<file path="config.mk">
export PLATFORM = sky130hd
export DESIGN_NAME = tpu_tile_scheduler_flat
export DESIGN_NICKNAME = d
export VERILOG_FILES = /design/src/rtl/tpu_tile_scheduler_if.sv /design/src/rtl/tpu_tile_scheduler.sv /design/src/flat_wrapper.sv
export SDC_FILE = /design/constraint.sdc
export NUM_CORES = 1
export LEC_CHECK = 0
export ABC_AREA = 1
export CORE_MARGIN = 10
export CORE_UTILIZATION = 55
export DETAILED_ROUTE_END_ITERATION = 8
export PLACE_DENSITY_LB_ADDON = 0.3
export SLEW_MARGIN = 0
export SYNTH_ARGS = -nofsm -noshare
export SYNTH_HDL_FRONTEND = slang
export SYNTH_SLANG_ARGS = --single-unit
</file>
<file path="constraint.sdc">
create_clock -name clk -period 3.35 [get_ports clk]
set_input_delay 0.5025 -clock clk [delete_from_list [all_inputs] [get_ports clk]]
set_output_delay 0.5025 -clock clk [all_outputs]
set_load 0.1 [all_outputs]
</file>
<file path="src/rtl/tpu_tile_scheduler_if.sv">
// Host-command and TPU-core handshake bundle for tpu_tile_scheduler.
// master = host/core side, slave = the scheduler itself.
interface tpu_tile_scheduler_if #(
   parameter int IDX_W = 16
);
   logic             cmd_valid;
   logic             cmd_ready;
   logic [7:0]       cmd_K;
   logic [7:0]       cmd_M;
   logic [7:0]       cmd_N;
   logic             core_start;
   logic [7:0]       core_K;
   logic [7:0]       core_M;
   logic [7:0]       core_N;
   logic             core_busy;
   logic [IDX_W-1:0] a_base;
   logic [IDX_W-1:0] b_base;
   logic [IDX_W-1:0] c_base;
   logic [IDX_W-1:0] tile_cnt;
   logic             done;

   modport master (
      output cmd_valid, cmd_K, cmd_M, cmd_N, core_busy,
      input  cmd_ready, core_start, core_K, core_M, core_N,
             a_base, b_base, c_base, tile_cnt, done
   );

   modport slave (
      input  cmd_valid, cmd_K, cmd_M, cmd_N, core_busy,
      output cmd_ready, core_start, core_K, core_M, core_N,
             a_base, b_base, c_base, tile_cnt, done
   );
endinterface

</file>
<file path="src/rtl/tpu_tile_scheduler.sv">
// Splits a K x M x N job into ROWS x COLS tiles and sequences the systolic core.
// Optional TILE_SCHED_PERF_EN adds a saturating job_cycles counter output.
module tpu_tile_scheduler #(
   parameter int ROWS  = 4,
   parameter int COLS  = 4,
   parameter int IDX_W = 16
) (
   input  logic clk,
   input  logic rst_n,
   tpu_tile_scheduler_if.slave bus
`ifdef TILE_SCHED_PERF_EN
   ,
   output logic [31:0] job_cycles
`endif
);

   localparam logic [2:0] S_IDLE     = 3'd0;
   localparam logic [2:0] S_ISSUE    = 3'd1;
   localparam logic [2:0] S_WAIT_ACK = 3'd2;
   localparam logic [2:0] S_RUN      = 3'd3;
   localparam logic [2:0] S_NEXT     = 3'd4;
   localparam logic [2:0] S_DONE     = 3'd5;

   localparam logic [7:0]       ROWS_8 = 8'(ROWS);
   localparam logic [7:0]       COLS_8 = 8'(COLS);
   localparam logic [IDX_W-1:0] ROWS_W = IDX_W'(ROWS);

   logic [2:0]       state;
   logic [7:0]       m_q, n_q;
   logic [7:0]       tm_last, tn_last;
   logic [7:0]       tm, tn;
   logic [7:0]       core_k, core_m, core_n;
   logic [IDX_W-1:0] a_base, b_base, c_base, tile_cnt;
   logic [IDX_W-1:0] k_w;
   logic             accept;
   logic             last_tile;

   // Index of the last tile along one axis: ceil(dim/tile) - 1, kept in 9 bits.
   function automatic logic [7:0] last_idx(input logic [7:0] dim, input logic [7:0] tile);
      logic [8:0] sum;
      sum = {1'b0, dim} + {1'b0, tile} - 9'd1;
      return 8'(sum / {1'b0, tile}) - 8'd1;
   endfunction

   function automatic logic [7:0] tile_dim(input logic [7:0] dim, input logic [7:0] idx,
                                           input logic [7:0] tile);
      logic [15:0] rem;
      rem = 16'(dim) - 16'(idx) * 16'(tile);
      return (rem < 16'(tile)) ? rem[7:0] : tile;
   endfunction

   assign accept    = (state == S_IDLE) && bus.cmd_valid;
   assign last_tile = (tm == tm_last) && (tn == tn_last);
   assign k_w       = IDX_W'(core_k);

   // NOTE: state registers use non-blocking assignments so every flop samples
   // pre-edge values; blocking here would create order-dependent simulation.
   always_ff @(posedge clk or negedge rst_n) begin
      if (!rst_n) begin
         state    <= S_IDLE;
         m_q      <= '0;
         n_q      <= '0;
         tm_last  <= '0;
         tn_last  <= '0;
         tm       <= '0;
         tn       <= '0;
         core_k   <= '0;
         core_m   <= '0;
         core_n   <= '0;
         a_base   <= '0;
         b_base   <= '0;
         c_base   <= '0;
         tile_cnt <= '0;
      end else begin
         case (state)
            S_IDLE: begin
               if (accept) begin
                  m_q      <= bus.cmd_M;
                  n_q      <= bus.cmd_N;
                  tm_last  <= last_idx(bus.cmd_M, ROWS_8);
                  tn_last  <= last_idx(bus.cmd_N, COLS_8);
                  tm       <= '0;
                  tn       <= '0;
                  tile_cnt <= '0;
                  if (bus.cmd_K == 8'd0 || bus.cmd_M == 8'd0 || bus.cmd_N == 8'd0) begin
                     state <= S_DONE;
                  end else begin
                     state  <= S_ISSUE;
                     core_k <= bus.cmd_K;
                     core_m <= tile_dim(bus.cmd_M, 8'd0, ROWS_8);
                     core_n <= tile_dim(bus.cmd_N, 8'd0, COLS_8);
                     a_base <= '0;
                     b_base <= '0;
                     c_base <= '0;
                  end
               end
            end
            S_ISSUE:    state <= S_WAIT_ACK;
            S_WAIT_ACK: if (bus.core_busy)  state <= S_RUN;
            S_RUN:      if (!bus.core_busy) state <= S_NEXT;
            S_NEXT: begin
               tile_cnt <= tile_cnt + 1'b1;
               if (last_tile) begin
                  state <= S_DONE;
               end else begin
                  state  <= S_ISSUE;
                  c_base <= c_base + ROWS_W;
                  // Bases advance incrementally; wrap-around matches truncated products.
                  if (tm == tm_last) begin
                     tm     <= '0;
                     tn     <= tn + 8'd1;
                     a_base <= '0;
                     b_base <= b_base + k_w;
                     core_m <= tile_dim(m_q, 8'd0, ROWS_8);
                     core_n <= tile_dim(n_q, tn + 8'd1, COLS_8);
                  end else begin
                     tm     <= tm + 8'd1;
                     a_base <= a_base + k_w;
                     core_m <= tile_dim(m_q, tm + 8'd1, ROWS_8);
                  end
               end
            end
            S_DONE:  state <= S_IDLE;
            default: state <= S_IDLE;
         endcase
      end
   end

   assign bus.cmd_ready  = (state == S_IDLE);
   assign bus.core_start = (state == S_ISSUE);
   assign bus.done       = (state == S_DONE);
   assign bus.core_K     = core_k;
   assign bus.core_M     = core_m;
   assign bus.core_N     = core_n;
   assign bus.a_base     = a_base;
   assign bus.b_base     = b_base;
   assign bus.c_base     = c_base;
   assign bus.tile_cnt   = tile_cnt;

`ifdef TILE_SCHED_PERF_EN
   always_ff @(posedge clk or negedge rst_n) begin
      if (!rst_n) begin
         job_cycles <= '0;
      end else if (accept) begin
         job_cycles <= '0;
      end else if (state != S_IDLE && job_cycles != '1) begin
         job_cycles <= job_cycles + 32'd1;
      end
   end
`endif

endmodule

</file>
<file path="src/flat_wrapper.sv">
// flat-port wrapper written by rule: the top's interface ports become plain ports
module tpu_tile_scheduler_flat 
#(
   parameter int ROWS  = 4,
   parameter int COLS  = 4,
   parameter int IDX_W = 16
)
  (clk, rst_n, bus_cmd_valid, bus_cmd_K, bus_cmd_M, bus_cmd_N, bus_core_busy, bus_cmd_ready, bus_core_start, bus_core_K, bus_core_M, bus_core_N, bus_a_base, bus_b_base, bus_c_base, bus_tile_cnt, bus_done);
  tpu_tile_scheduler_if #(.IDX_W(IDX_W)) bus_i ();
  input  logic clk;
  input  logic rst_n;
  input wire logic [$bits(bus_i.cmd_valid)-1:0] bus_cmd_valid;
  input wire logic [$bits(bus_i.cmd_K)-1:0] bus_cmd_K;
  input wire logic [$bits(bus_i.cmd_M)-1:0] bus_cmd_M;
  input wire logic [$bits(bus_i.cmd_N)-1:0] bus_cmd_N;
  input wire logic [$bits(bus_i.core_busy)-1:0] bus_core_busy;
  output wire logic [$bits(bus_i.cmd_ready)-1:0] bus_cmd_ready;
  output wire logic [$bits(bus_i.core_start)-1:0] bus_core_start;
  output wire logic [$bits(bus_i.core_K)-1:0] bus_core_K;
  output wire logic [$bits(bus_i.core_M)-1:0] bus_core_M;
  output wire logic [$bits(bus_i.core_N)-1:0] bus_core_N;
  output wire logic [$bits(bus_i.a_base)-1:0] bus_a_base;
  output wire logic [$bits(bus_i.b_base)-1:0] bus_b_base;
  output wire logic [$bits(bus_i.c_base)-1:0] bus_c_base;
  output wire logic [$bits(bus_i.tile_cnt)-1:0] bus_tile_cnt;
  output wire logic [$bits(bus_i.done)-1:0] bus_done;
  assign bus_i.cmd_valid = bus_cmd_valid;
  assign bus_i.cmd_K = bus_cmd_K;
  assign bus_i.cmd_M = bus_cmd_M;
  assign bus_i.cmd_N = bus_cmd_N;
  assign bus_i.core_busy = bus_core_busy;
  assign bus_cmd_ready = bus_i.cmd_ready;
  assign bus_core_start = bus_i.core_start;
  assign bus_core_K = bus_i.core_K;
  assign bus_core_M = bus_i.core_M;
  assign bus_core_N = bus_i.core_N;
  assign bus_a_base = bus_i.a_base;
  assign bus_b_base = bus_i.b_base;
  assign bus_c_base = bus_i.c_base;
  assign bus_tile_cnt = bus_i.tile_cnt;
  assign bus_done = bus_i.done;
  tpu_tile_scheduler #(.ROWS(ROWS), .COLS(COLS), .IDX_W(IDX_W)) u_core (.clk(clk), .rst_n(rst_n), .bus(bus_i));
endmodule
</file>
==> impl_metrics.toml, run 1 <==
[sta]
hold_viol = 0
clock_skew_ns = 0.00951
setup-violations-final = 0
period_needed_ns = 2.60
tightestPinTransition_ns = 1.03
slew_headroom = 0.313
finalMaxSlewViolations = 0
fin_crit_sh = 0.776
fin_hold_ws_ns = 0.229
fmax_ghz = 0.385
rsz0062_at_grt = "false"
finalSetupTns_ns = 0
timing.final.ws_setup_ns = 0.752

[placement]
gp_congestion = 0.903
dp.cells = 1501
placed_cell_area_um2 = 9930
dp_hpwl_um = 17000
numPortBuffers = 116
place_ws_ns = 0.677

[clock_tree]
cts_setup_buffers = 0
cts_tree = "yes"
post_cts_resized = 0
ctsHtreeMaxLevel = 4
cts-buffers-inserted = 17
path_clk_slew_ns = 0.06
clock_latency_ns = 0.42
postCtsHoldBufs = 0
cts-root-buf = "clkbuf_16"
clock-sinks = 137
clk_path_buf_depth = 2

[cells_and_area]
fin_util = 0.685
stdcell_area_um2 = 10500
fin_cells = 1529
antenna_cells = 0
regArea_um2 = 3430
nFillCells = 1291
syn2layout_area_growth_pct = 21.0
multiInputGateArea_um2 = 4560
drive_gt1_frac = 0.0751
fin_nets = 1375

[synthesis]
yosysSeqAreaShare = 0.395
ys_warn_count = 0
synth_top_area_frac = 0.395
yosys-top-cells-area = "dfrtp_1 40%, nand2_1 16%, inv_1 5.9%, nor2_1 5.1%, ha_1 4.9%"
synth_top_area_cell = "dfrtp_1"
synth_area_per_cell_um2 = 7.29
syn-cell-area_um2 = 8670
synth-seq-cells = 137
yosysUniqueCellTypes = 43
netlist_instances = 1190

[critical_path]
crit_path_start_kind = "flip-flop"
cp_common_cell = "nor2_2"
crit_path_cell_trace = "nor2_2 -> nand2_2 -> inv_1 -> nor2_2 -> buf_4 -> a21oi_2 -> nand2_4 -> inv_2 -> nand2_1 -> o21ai_0"
slowest_delay_ns = 0.57
cp.required_ns = 3.68
crit_type = "flip-flop to flip-flop"
crit_path_max_fanout = 23
crit_slowest_cell = "inv_1"
crit_path_end_kind = "flip-flop"
worstPathArrival_ns = 2.93

[min_path]
hp-class = "input port to asynchronous set/reset pin"

[routing]
via_per_inst = 5.38
drt_first_pass_iters = 6
final_antenna_net_count = 0
drc = 0
drtIter0Drc = 577
wl_um = 22700
wire_per_inst_um = 14.9
via_count = 8227

[die]
floorplan.initialDensity = 0.566
die_y_um = 146
die_w_um = 146
ios = 119
core_um2 = 15300
rows = 45
die_area_um2 = 21200

[power]
p_clk_frac = 0.178
power_frac_seq = 0.260
ir_drop_mv = 1.02
p_switching_mw = 5.34
comb_power_share = 0.561
internal_power_mw = 4.85
p_leak_nw = 5.23
power_switching_share = 0.524
total_power_mw = 10.2
power_density_nw_per_um2 = 971

[global_routing]
grt_pass1_vias = 7719
grt_pass1_wl_um = 37700
grt_use_met2 = 0.348
antenna_found_initial = 0
grt_use_met1 = 0.270
grt-busiest-layer = "met2"
grt_max_degree = 110
grt_use_met3 = 0.0556
grtUsageTotal = 0.214
grt.overflow.total = 0

[flow_run]
cap_violations = 0

[run_status]
status = "completed"
sequential cells by signal, summed over array words and instances, names as in the netlist:
name,cells
u_core.state,3
u_core.tn_last,8
u_core.tn,8
u_core.bus.c_base,14
u_core.bus.a_base,16
u_core.bus.b_base,16
u_core.n_q,8
u_core.bus.core_N,8
u_core.bus.tile_cnt,16
u_core.bus.core_M,8
u_core.tm,8
u_core.tm_last,8
u_core.m_q,8
u_core.bus.core_K,8
layer usage:
metal / up-vias / part of all wire
met3: 31 / 0.074
met1: 3854 / 0.44
li1: 4063 / -
met4: 0 / 0.020
met5: - / 0
met2: 279 / 0.47
worst paths after layout:
kind                                                   from                               end  slack (ns)  cells after the start
max                             u_core.state[1]$_DFFE_PN0P_  u_core.bus.b_base[8]$_DFFE_PN0P_        0.75                     10
min                                                   rst_n         u_core.n_q[5]$_DFFE_PN0P_        0.23                      1
min reg2reg                u_core.bus.core_M[7]$_DFFE_PN0P_  u_core.bus.core_M[7]$_DFFE_PN0P_        0.48                      2
max in group asynchronous                             rst_n  u_core.bus.c_base[2]$_DFFE_PN0P_        2.31                      2
max reg2reg                     u_core.state[1]$_DFFE_PN0P_  u_core.bus.b_base[8]$_DFFE_PN0P_        0.75                     10
min in group clk           u_core.bus.core_M[7]$_DFFE_PN0P_  u_core.bus.core_M[7]$_DFFE_PN0P_        0.48                      2
cell usage after synthesis:
master    number
nand2_1      370
dfrtp_1      137
inv_1        136
nor2_1       117
o21ai_0       78
nand3_1       70
xor2_1        38
ha_1          34
a21oi_1       29
nand4_1       25
nor3_1        21
o21ai_1       18
nand3b_1      14
xnor2_1       13
clkbuf_1       9
inv_2          9
buf_2          6
buf_6          5
nor2_2         5
or2_2          5
a31oi_1        4
fa_1           4
nand2_4        4
o21ai_2        4
o21bai_1       4
buf_4          3
nor2_4         3
nor4_1         3
o211ai_1       3
a21o_1         2
a22o_1         2
a22oi_1        2
nand2_2        2
o22ai_1        2
a21oi_2        1
a31o_2         1
buf_1          1
conb_1         1
nand3_2        1
nand4_4        1
o21a_1         1
o21ai_4        1
o31ai_1        1
cell type report:
class                           count  share of cell area
Clock inverter                      3             0.00620
Timing Repair Buffer              123               0.109
Tap cell                          211              0.0252
Sequential cell                   137               0.327
Multi-Input combinational cell    885               0.434
Clock buffer                       25              0.0472
Inverter                          145              0.0519
critical path: cells and delay by family (launching register included):
family	cells	cell delay, ns
compound gates	2	0.37
buf+inv	3	1.08
flops	1	0.40
simple gates	5	0.64
logic make-up after synthesis:
group,Yosys count,synth area share
other,1,0.000432
buffers and inverters,169,0.0797
AOI/OAI and AO/OA,153,0.0977
xor gates and xnor gates,51,0.0515
adders and majority gates,38,0.0583
DFF,137,0.395
and+or+nand+nor,641,0.317
layout by cell type, fill, tap and decap left out, drive strengths merged, types with 3 or more instances in the layout:
cell type,synthesis,layout
a21oi,30,30
a31oi,4,4
buf,15,38
clkbuf,9,25
clkdlybuf4s50,0,85
dfrtp,137,137
fa,4,4
ha,34,34
inv,145,145
nand2,376,376
nand3,71,71
nand3b,14,14
nand4,26,26
nor2,125,125
nor3,21,21
nor4,3,3
o211ai,3,3
o21ai,101,101
o21bai,4,4
or2,5,5
xnor2,13,13
xor2,38,38
power by group through the flow:
stage | Clock [mW] | Combinational, mW | Sequential (mW)
floorplan | 0 | 2.82 | 4.20
global placement | 0 | 5.58 | 2.65
detailed placement | 0 | 5.69 | 2.66
CTS | 1.84 | 5.72 | 2.64
global route | 1.90 | 6.26 | 2.72
finish | 1.82 | 5.72 | 2.65
(Power assumes the default switching activity.)
==> inputs of run 2 (changes only) <==
==> constraint.sdc (replaced) <==
create_clock -name clk -period 2.6 [get_ports clk]
set_input_delay 0.39 -clock clk [delete_from_list [all_inputs] [get_ports clk]]
set_output_delay 0.39 -clock clk [all_outputs]
set_load 0.1 [all_outputs]
==> run 2 against run 1 <==
Sequential power up 29%. Design area down 0.22%. Combinational power up 29%. Clock-buffer cell count down 3. Critical path type unchanged.
==> impl_metrics.toml, run 2 (synthesis results as in run 1) <==
[run_status]
status = "completed"

[global_routing]
grt_pass1_wl_um = 38500
grtUsageTotal = 0.217
grt_pass1_vias = 7933
grt_max_degree = 90
antenna_found_initial = 0
grt.overflow.total = 0

[cells_and_area]
nFillCells = 1316
final_common_cell = "nand2_1"
fin_nets = 1382
fin_cells = 1540
drive_gt1_frac = 0.133
antenna_cells = 0
syn2layout_area_growth_pct = 20.7
mostFrequentLayoutCells = "370 x nand2_1, 136 x inv_1, 136 x dfrtp_1"
reg_top3 = "u_core.bus.a_base (16), u_core.bus.b_base (16), u_core.bus.tile_cnt (16)"

[routing]
final_antenna_net_count = 0
drt_first_pass_iters = 6
drc = 0
via_per_inst = 5.32
via_count = 8192
wl_um = 22900
wire_per_inst_um = 14.8
drtIter0Drc = 629

[placement]
dp_hpwl_um = 16900
dp.cells = 1507
gp_congestion = 0.937
numPortBuffers = 116

[critical_path]
cp.required_ns = 2.97
crit_path_end_kind = "flip-flop"
crit_path_start_kind = "flip-flop"
cp_common_cell = "nor2_1"
worstPathArrival_ns = 2.80
crit_slowest_cell = "fa_1"
crit_type = "flip-flop to flip-flop"
crit_path_max_fanout = 3
crit_family = "simple AND/OR/NAND/NOR gates"
crit_path_cell_trace = "ha_1 -> inv_1 -> fa_1 -> or2_2 -> nor2_1 -> nand3_1 -> nor2_1 -> nand4_1 -> nor2_1 -> nor2_1 -> nor2_1"
slowest_delay_ns = 0.42
worst-path-buf-inv = 1

[die]
die_w_um = 146
die_area_um2 = 21200
rows = 45
ios = 119
floorplan.initialDensity = 0.566
die_y_um = 146
core_um2 = 15300

[flow_run]
cap_violations = 0

[power]
power_density_nw_per_um2 = 1270
ir_drop_mv = 1.05
total_power_mw = 13.3
p_leak_nw = 5.40

[sta]
tightestPinTransition_ns = 0.851
finalMaxSlewViolations = 0
setup-violations-final = 0
hold_viol = 0
fin_crit_sh = 0.935
fmax_ghz = 0.412
slew_headroom = 0.433
period_needed_ns = 2.43
clock_skew_ns = 0.0122

[clock_tree]
clock_latency_ns = 0.44
cts_tree = "yes"
clock-sinks = 137
postCtsHoldBufs = 0
path_clk_slew_ns = 0.06
cts-buffers-inserted = 17
clk_path_buf_depth = 2
cts-root-buf = "clkbuf_16"
ctsHtreeMaxLevel = 4

[min_path]
hp-class = "input port to asynchronous set/reset pin"
==> run 2: report_power, final <==
part	internal (mW)	switching [mW]	leakage [nW]
clock network	1.51	0.950	0.292
logic	1.99	5.38	3.28
registers	2.75	0.669	1.83
total	6.26	7.00	5.40
==> run 2: area by class of cell <==
class | count | area, µm² | area share
Timing Repair Buffer | 130 | 1060 | 0.101
Multi-Input combinational cell | 885 | 4570 | 0.437
Sequential cell | 137 | 3430 | 0.328
Clock inverter | 10 | 116 | 0.0111
Clock buffer | 22 | 484 | 0.0462
Inverter | 145 | 544 | 0.0520
Tap cell | 211 | 264 | 0.0252
==> run 2: metal layers <==
metal	vias up	share of wire	global-route usage
li1	4076	-	-
met1	3790	0.45	0.285
met2	279	0.46	0.344
met3	47	0.066	0.0432
met4	0	0.022	0.0829
met5	-	0	0
==> run 2: final timing paths <==
path	from	endpoint	slack, ns	depth (start not counted)
max in group asynchronous	rst_n	u_core.tm[0]$_DFFE_PN0P_	1.85	2
setup / recovery	u_core.tn[0]$_DFFE_PN0P_	u_core.bus.core_N[1]$_DFFE_PN0P_	0.17	11
min in group clk	u_core.bus.core_M[7]$_DFFE_PN0P_	u_core.bus.core_M[7]$_DFFE_PN0P_	0.46	2
hold / removal	rst_n	u_core.bus.core_N[1]$_DFFE_PN0P_	0.05	1
hold reg to reg	u_core.bus.core_M[7]$_DFFE_PN0P_	u_core.bus.core_M[7]$_DFFE_PN0P_	0.46	2
setup reg to reg	u_core.tn[0]$_DFFE_PN0P_	u_core.bus.core_N[1]$_DFFE_PN0P_	0.17	11
==> run 2: timing repair <==
action                                  4_1_cts  5_1_grt
buffers inserted                              0        1
resized for setup                             0        7
endpoints found under the setup margin        0        6
==> run 2: metrics by stage <==
step / hold slack [ns] / TNS (ns) / setup WS, ns / util / instance area (µm²)
floorplan: 0.0944 / 0 / 0.173 / - / 8670
global placement: 0.451 / 0 / 0.248 / 0.643 / 9840
detailed placement: 0.454 / 0 / 0.0902 / 0.643 / 9840
CTS: 0.0792 / 0 / 0.0598 / 0.682 / 10400
global route: 0.111 / -0.0200 / -0.0200 / 0.684 / 10500
finish: 0.0465 / 0 / 0.170 / 0.684 / 10500
